<file path="config.mk">
export PLATFORM = sky130hd
export DESIGN_NAME = ram_loader_flat
export DESIGN_NICKNAME = d
export VERILOG_FILES = /design/src/rtl/ram_loader_if.sv /design/src/rtl/ram_loader.sv /design/src/flat_wrapper.sv
export SDC_FILE = /design/constraint.sdc
export NUM_CORES = 1
export LEC_CHECK = 0
export ABC_AREA = 0
export CAP_MARGIN = 20
export CORE_MARGIN = 1
export CORE_UTILIZATION = 40
export CTS_CLUSTER_DIAMETER = 80
export DETAILED_ROUTE_END_ITERATION = 8
export GPL_TIMING_DRIVEN = 1
export MAX_ROUTING_LAYER = met4
export PLACE_DENSITY = 0.68
export SLEW_MARGIN = 25
export SYNTH_ARGS = -nofsm -noshare
export SYNTH_HDL_FRONTEND = slang
export SYNTH_SLANG_ARGS = --single-unit
</file>
<file path="constraint.sdc">
create_clock -name i_clk -period 4.1 [get_ports i_clk]
set_input_delay 0.82 -clock i_clk [delete_from_list [all_inputs] [get_ports i_clk]]
set_output_delay 0.82 -clock i_clk [all_outputs]
set_load 0.01 [all_outputs]
</file>
<file path="src/rtl/ram_loader_if.sv">
// Load/execution bus between the RAM loader, its program source and the RAM.
// The slave modport is the loader's view; master is the driver/observer side.
interface ram_loader_if;
  logic       i_start;
  logic [3:0] i_last_addr;
  logic       i_valid;
  logic [7:0] i_data;
  logic       o_ready;
  logic [3:0] i_mar_address;
  logic       i_ram_read;
  logic       o_program_mode;
  logic [7:0] o_program_data;
  logic [3:0] o_address;
  logic       o_ram_enable;
  logic       o_busy;
  logic       o_done;
  logic [4:0] o_words_loaded;
  logic       o_conflict;

  modport slave (
    input  i_start, i_last_addr, i_valid, i_data, i_mar_address, i_ram_read,
    output o_ready, o_program_mode, o_program_data, o_address, o_ram_enable,
    output o_busy, o_done, o_words_loaded, o_conflict
  );

  modport master (
    output i_start, i_last_addr, i_valid, i_data, i_mar_address, i_ram_read,
    input  o_ready, o_program_mode, o_program_data, o_address, o_ram_enable,
    input  o_busy, o_done, o_words_loaded, o_conflict
  );
endinterface

</file>
<file path="src/rtl/ram_loader.sv">
// Streams program bytes into a 16x8 RAM through its program port, then hands
// the RAM address/enable over to the execution-mode MAR path.
module ram_loader (
  input  logic        i_clk,
  input  logic        i_reset,
  ram_loader_if.slave bus
);
  localparam int ADDR_W = 4;
  localparam int DATA_W = 8;
  localparam int CNT_W  = 5;

  typedef enum logic [2:0] {
    S_IDLE,
    S_ACCEPT,
    S_SETUP,
    S_COMMIT,
    S_DONE,
    S_RUN
  } state_t;

  state_t state, state_nx;

  logic [ADDR_W-1:0] ptr, ptr_nx;
  logic [ADDR_W-1:0] last_addr, last_addr_nx;
  logic [DATA_W-1:0] byte_q, byte_nx;

  logic              ready_q, ready_nx;
  logic              busy_q, busy_nx;
  logic              done_q, done_nx;
  logic              mode_q, mode_nx;
  logic [DATA_W-1:0] pdata_q, pdata_nx;
  logic [ADDR_W-1:0] addr_q, addr_nx;
  logic              en_q, en_nx;
  logic [CNT_W-1:0]  words_q, words_nx;
  logic              conflict_q, conflict_nx;

  logic start_ok;
  logic in_busy;

  assign start_ok = bus.i_start && (state == S_IDLE || state == S_RUN);
  assign in_busy  = (state == S_ACCEPT) || (state == S_SETUP) || (state == S_COMMIT);

  always_ff @(posedge i_clk) begin
    if (i_reset) begin
      state <= S_IDLE;
    end else begin
      state <= state_nx;
    end
  end

  // Next-state logic and next values of every registered output; outputs are
  // decoded from the state being entered so they line up with that state.
  always_comb begin
    state_nx     = state;
    ptr_nx       = ptr;
    last_addr_nx = last_addr;
    byte_nx      = byte_q;
    words_nx     = words_q;
    conflict_nx  = conflict_q;
    ready_nx     = 1'b0;
    busy_nx      = 1'b0;
    done_nx      = 1'b0;
    mode_nx      = 1'b1;
    pdata_nx     = pdata_q;
    addr_nx      = addr_q;
    en_nx        = 1'b0;

    unique case (state)
      S_IDLE, S_RUN: begin
        if (start_ok) begin
          state_nx     = S_ACCEPT;
          last_addr_nx = bus.i_last_addr;
          ptr_nx       = '0;
          words_nx     = '0;
          conflict_nx  = 1'b0;
        end
      end
      S_ACCEPT: begin
        if (bus.i_valid) begin
          byte_nx  = bus.i_data;
          state_nx = S_SETUP;
        end
      end
      S_SETUP: begin
        state_nx = S_COMMIT;
      end
      S_COMMIT: begin
        if (ptr == last_addr) begin
          state_nx = S_DONE;
        end else begin
          ptr_nx   = ptr + 1'b1;
          state_nx = S_ACCEPT;
        end
      end
      S_DONE: begin
        state_nx = S_RUN;
      end
      default: begin
        state_nx = S_IDLE;
      end
    endcase

    if (in_busy && bus.i_ram_read) begin
      conflict_nx = 1'b1;
    end

    // The RAM latches program data when its address moves while in program
    // mode, so SETUP parks on ~ptr and COMMIT steps onto ptr.
    unique case (state_nx)
      S_IDLE: begin
        addr_nx = '0;
      end
      S_ACCEPT: begin
        ready_nx = 1'b1;
        busy_nx  = 1'b1;
      end
      S_SETUP: begin
        busy_nx  = 1'b1;
        mode_nx  = 1'b0;
        pdata_nx = byte_nx;
        addr_nx  = ~ptr_nx;
      end
      S_COMMIT: begin
        busy_nx  = 1'b1;
        mode_nx  = 1'b0;
        addr_nx  = ptr_nx;
        words_nx = words_q + 1'b1;
      end
      S_DONE: begin
        done_nx = 1'b1;
        addr_nx = ptr_nx;
      end
      S_RUN: begin
        if (state == S_RUN) begin
          addr_nx = bus.i_mar_address;
          en_nx   = bus.i_ram_read;
        end
      end
      default: begin
        addr_nx = '0;
      end
    endcase
  end

  always_ff @(posedge i_clk) begin
    if (i_reset) begin
      ptr        <= '0;
      ready_q    <= 1'b0;
      busy_q     <= 1'b0;
      done_q     <= 1'b0;
      mode_q     <= 1'b1;
      pdata_q    <= '0;
      addr_q     <= '0;
      en_q       <= 1'b0;
      words_q    <= '0;
      conflict_q <= 1'b0;
    end else begin
      ptr        <= ptr_nx;
      ready_q    <= ready_nx;
      busy_q     <= busy_nx;
      done_q     <= done_nx;
      mode_q     <= mode_nx;
      pdata_q    <= pdata_nx;
      addr_q     <= addr_nx;
      en_q       <= en_nx;
      words_q    <= words_nx;
      conflict_q <= conflict_nx;
    end
  end

  // Captured byte and load bound are only meaningful after an accepted start.
  always_ff @(posedge i_clk) begin
    byte_q    <= byte_nx;
    last_addr <= last_addr_nx;
  end

  assign bus.o_ready        = ready_q;
  assign bus.o_busy         = busy_q;
  assign bus.o_done         = done_q;
  assign bus.o_program_mode = mode_q;
  assign bus.o_program_data = pdata_q;
  assign bus.o_address      = addr_q;
  assign bus.o_ram_enable   = en_q;
  assign bus.o_words_loaded = words_q;
  assign bus.o_conflict     = conflict_q;
endmodule

</file>
<file path="src/flat_wrapper.sv">
// flat-port wrapper written by rule: the top's interface ports become plain ports
module ram_loader_flat 
  (i_clk, i_reset, bus_i_start, bus_i_last_addr, bus_i_valid, bus_i_data, bus_i_mar_address, bus_i_ram_read, bus_o_ready, bus_o_program_mode, bus_o_program_data, bus_o_address, bus_o_ram_enable, bus_o_busy, bus_o_done, bus_o_words_loaded, bus_o_conflict);
  ram_loader_if bus_i ();
  input  logic i_clk;
  input  logic i_reset;
  input wire logic [$bits(bus_i.i_start)-1:0] bus_i_start;
  input wire logic [$bits(bus_i.i_last_addr)-1:0] bus_i_last_addr;
  input wire logic [$bits(bus_i.i_valid)-1:0] bus_i_valid;
  input wire logic [$bits(bus_i.i_data)-1:0] bus_i_data;
  input wire logic [$bits(bus_i.i_mar_address)-1:0] bus_i_mar_address;
  input wire logic [$bits(bus_i.i_ram_read)-1:0] bus_i_ram_read;
  output wire logic [$bits(bus_i.o_ready)-1:0] bus_o_ready;
  output wire logic [$bits(bus_i.o_program_mode)-1:0] bus_o_program_mode;
  output wire logic [$bits(bus_i.o_program_data)-1:0] bus_o_program_data;
  output wire logic [$bits(bus_i.o_address)-1:0] bus_o_address;
  output wire logic [$bits(bus_i.o_ram_enable)-1:0] bus_o_ram_enable;
  output wire logic [$bits(bus_i.o_busy)-1:0] bus_o_busy;
  output wire logic [$bits(bus_i.o_done)-1:0] bus_o_done;
  output wire logic [$bits(bus_i.o_words_loaded)-1:0] bus_o_words_loaded;
  output wire logic [$bits(bus_i.o_conflict)-1:0] bus_o_conflict;
  assign bus_i.i_start = bus_i_start;
  assign bus_i.i_last_addr = bus_i_last_addr;
  assign bus_i.i_valid = bus_i_valid;
  assign bus_i.i_data = bus_i_data;
  assign bus_i.i_mar_address = bus_i_mar_address;
  assign bus_i.i_ram_read = bus_i_ram_read;
  assign bus_o_ready = bus_i.o_ready;
  assign bus_o_program_mode = bus_i.o_program_mode;
  assign bus_o_program_data = bus_i.o_program_data;
  assign bus_o_address = bus_i.o_address;
  assign bus_o_ram_enable = bus_i.o_ram_enable;
  assign bus_o_busy = bus_i.o_busy;
  assign bus_o_done = bus_i.o_done;
  assign bus_o_words_loaded = bus_i.o_words_loaded;
  assign bus_o_conflict = bus_i.o_conflict;
  ram_loader u_core (.i_clk(i_clk), .i_reset(i_reset), .bus(bus_i));
endmodule
</file>
==> impl_results.md <==
- Status: finished clean
- Setup crit end kind: flip-flop
- WL final: 3678 um
- Die area: 4406 um2
- Final worst path period share: 0.5782
- Tmin final: 2371 ps
- Ports: 44
- Int Power: 551.5 uW
- Post-synth top flop: dfxtp_1
- CP max FO: 10
- Final global-route overflow total: 0
- Core area: 4000 um2
- Met1 Usage GRT: 0.2534
- GRT met2 Usage: 0.2691
- RSZ-0062 raised after global routing: no
- Syn Nets: 216
- Switching Share: 0.2555
- Net count reported at finish: 253
- Starting Density: 0.4145
- Final setup viols: 0
- Busiest grt layer: met2
- Synth unique cells: 46
- Post-CTS setup buffer count: 0
- Chip height: 66.38 um
- Worst setup SP type: primary input
- Share of cells above drive strength 1: 0.07826
- Crit Path Class: primary input to flip-flop
- Layout fillers: 399
- Via-per-instance ratio: 5.271
- Vias in the first global route: 1306
- Diode count: 0
- Pwr dens: 341.8 nW/um2
- Synthesis Warnings: 0
- Die width: 66.38 um
- Mapped cell area: 1658 um2
- Hpwl dp: 2640 um
- Max Buffers Root-to-Sink: 2
- Port buffer count: 43
- DRC viols: 0
- First-pass GRT wire length: 6127 um
- TritonCTS Buffers: 5
- Avg Inst Size Synth: 8.590 um2
- Max Transition Viols Final: 0
- Placed cell count: 273
- Req. time, crit path: 4250 ps
- Psw: 189.3 uW
- Final hold vios: 0
- Initial antenna violation count: 0
- # Max-Cap Violations: 0
- Peak supply drop: 243.9 uV
- Core Rows: 23
- Clock Skews: 7.193 ps
- Final setup margin: 1729 ps
- Post-CTS sizing: 0
- Async SR Flop Fraction: 0
- CTS Sinks: 34
- Routed Antenna Nets: 0
- Setup tns final: 0 ps
- Fmax: 421.8 MHz
- Pleak: 0.0007459 uW
- Comb power frac: 0.166
- Clock power share: 0.334
- Routed WL per cell: 13.14 um
- Overall global routing resource usage: 0.1935
- H-tree Lvls: 2
- Reg clk slew, reported paths: 70 ps
- Dpl ws: 1414 ps
- Arrival @ worst endpoint: 2520 ps
- Max_slew headroom: 0.4369
- Total power draw: 740.7 uW
- Area growth, synth to finish: 30.72%
- Slew @ Worst Pin: 833.7 ps
- DRT iter0 DRCs: 105
- Area post-placement: 2081 um2
- Largest net degree at the start of global routing: 19
- Hold crit path type: flip-flop to flip-flop
- Seq pwr share: 0.500
- Cts hold-fix bufs: 0
- Cell Count, Final, Fillers Out: 280
- Vias post-DR: 1476
- Worst-Skew Late Latency: 280 ps
- Synth Register Bits: 34
- Gpl congestion: 0.7783
- Pre-Repair DR Iteration Count: 4
- Number of synthesized flops with an enable pin: 4
- Clock Root Buffer: clkbuf_8
- Reg area: 720.7 um2
- Sequential fraction of the synthesis area: 0.4347
- Met3 Track Usage GR: 0.06034
- Area taken by multi-input logic gates: 840.8 um2
- Final instance area: 2167 um2
- Cells after Synth: 193
- CTS tree: done
## worst paths after layout
check | start | end | slack, ps | cells past startpoint
setup / recovery | bus_i_start | u_core.bus.o_address[1] | 1730 | 6
hold reg to reg | u_core.bus.o_program_data[7] | u_core.bus.o_program_data[7] | 460 | 2
hold / removal | u_core.bus.o_program_data[7] | u_core.bus.o_program_data[7] | 460 | 2
setup reg to reg | u_core.state[0] | u_core.bus.o_address[1] | 1740 | 5
## metrics by stage
step	hold slack, ps	utilization
2_1_floorplan	480.5	-
3_3_place_gp	442.8	0.5202
3_5_place_dp	449.2	0.5202
4_1_cts	457.9	0.5418
5_1_grt	476.2	0.5418
6_report	455.8	0.5418
## state kept, by name (all words and copies together), names as in the netlist
| name | count |
|---|---|
| u_core.last_addr | 4 |
| u_core.bus.o_ready | 1 |
| u_core.bus.o_conflict | 1 |
| u_core.bus.o_address | 4 |
| u_core.bus.o_busy | 1 |
| u_core.ptr | 4 |
| u_core.bus.o_done | 1 |
| u_core.bus.o_program_mode | 1 |
| u_core.bus.o_ram_enable | 1 |
| u_core.bus.o_words_loaded | 5 |
| u_core.bus.o_program_data | 8 |
| u_core.state | 3 |
## cells in the mapped netlist (all sizes together), types with 3 or more instances
cell type,n,area share
edfxtp,4,0.072
nor3,7,0.024
buf,8,0.033
nand2,30,0.068
o21ai,5,0.015
clkbuf,6,0.014
nand3,3,0.012
a311oi,3,0.027
nand2b,6,0.023
nand4,5,0.019
a21oi,17,0.051
inv,5,0.011
xnor2,5,0.031
nor2,23,0.052
dfxtp,30,0.36
## power groups by stage
stage / logic [uW] / registers [uW] / clock network [uW]
global placement: 123 / 377 / 0
finish: 123 / 370 / 248
floorplan: 72.7 / 376 / 0
detailed placement: 123 / 378 / 0
CTS: 124 / 370 / 255
global route: 135 / 373 / 272
## cells in the final DEF (no fill, tap or decap), types with 3 or more instances in the layout
master / n
nor2_1: 23
o21ai_0: 4
nand4_1: 5
inv_1: 3
clkdlybuf4s50_1: 43
a311oi_2: 3
xnor2_1: 4
edfxtp_1: 4
clkbuf_8: 6
nor3_1: 6
nand2b_1: 6
a21oi_1: 17
nand2_1: 30
dfxtp_1: 30
## layer usage
layer	routed length, um	part of all wire
met3	155	0.042
met1	1691	0.46
met2	1752	0.48
met4	79	0.021
met5	0	0
## area by class of cell
class / count / share of cell area
Multi-Input combinational cell: 140 / 0.3880
Sequential cell: 34 / 0.3326
Timing Repair Buffer: 44 / 0.2021
Clock buffer: 7 / 0.03984
Tap cell: 50 / 0.02887
Inverter: 5 / 0.008661
## critical path, cell delays in order
cell and delay, ps:
clkdlybuf4s50_1 650, nand3_2 180, inv_1 290, nor3b_1 120, o32ai_1 320, a311oi_2 140
## cell families after synthesis
family / Yosys count / share of synthesized area
flip-flops: 34 / 0.4347
XOR/XNOR: 7 / 0.04151
AND/OR/NAND/NOR: 87 / 0.2559
buffers and inverters: 19 / 0.05811
adder cells (fa/ha/maj): 2 / 0.01509
multiplexers: 3 / 0.01887
AO/OA/AOI/OAI: 41 / 0.1758
Power figures use the tool's default switching activity.
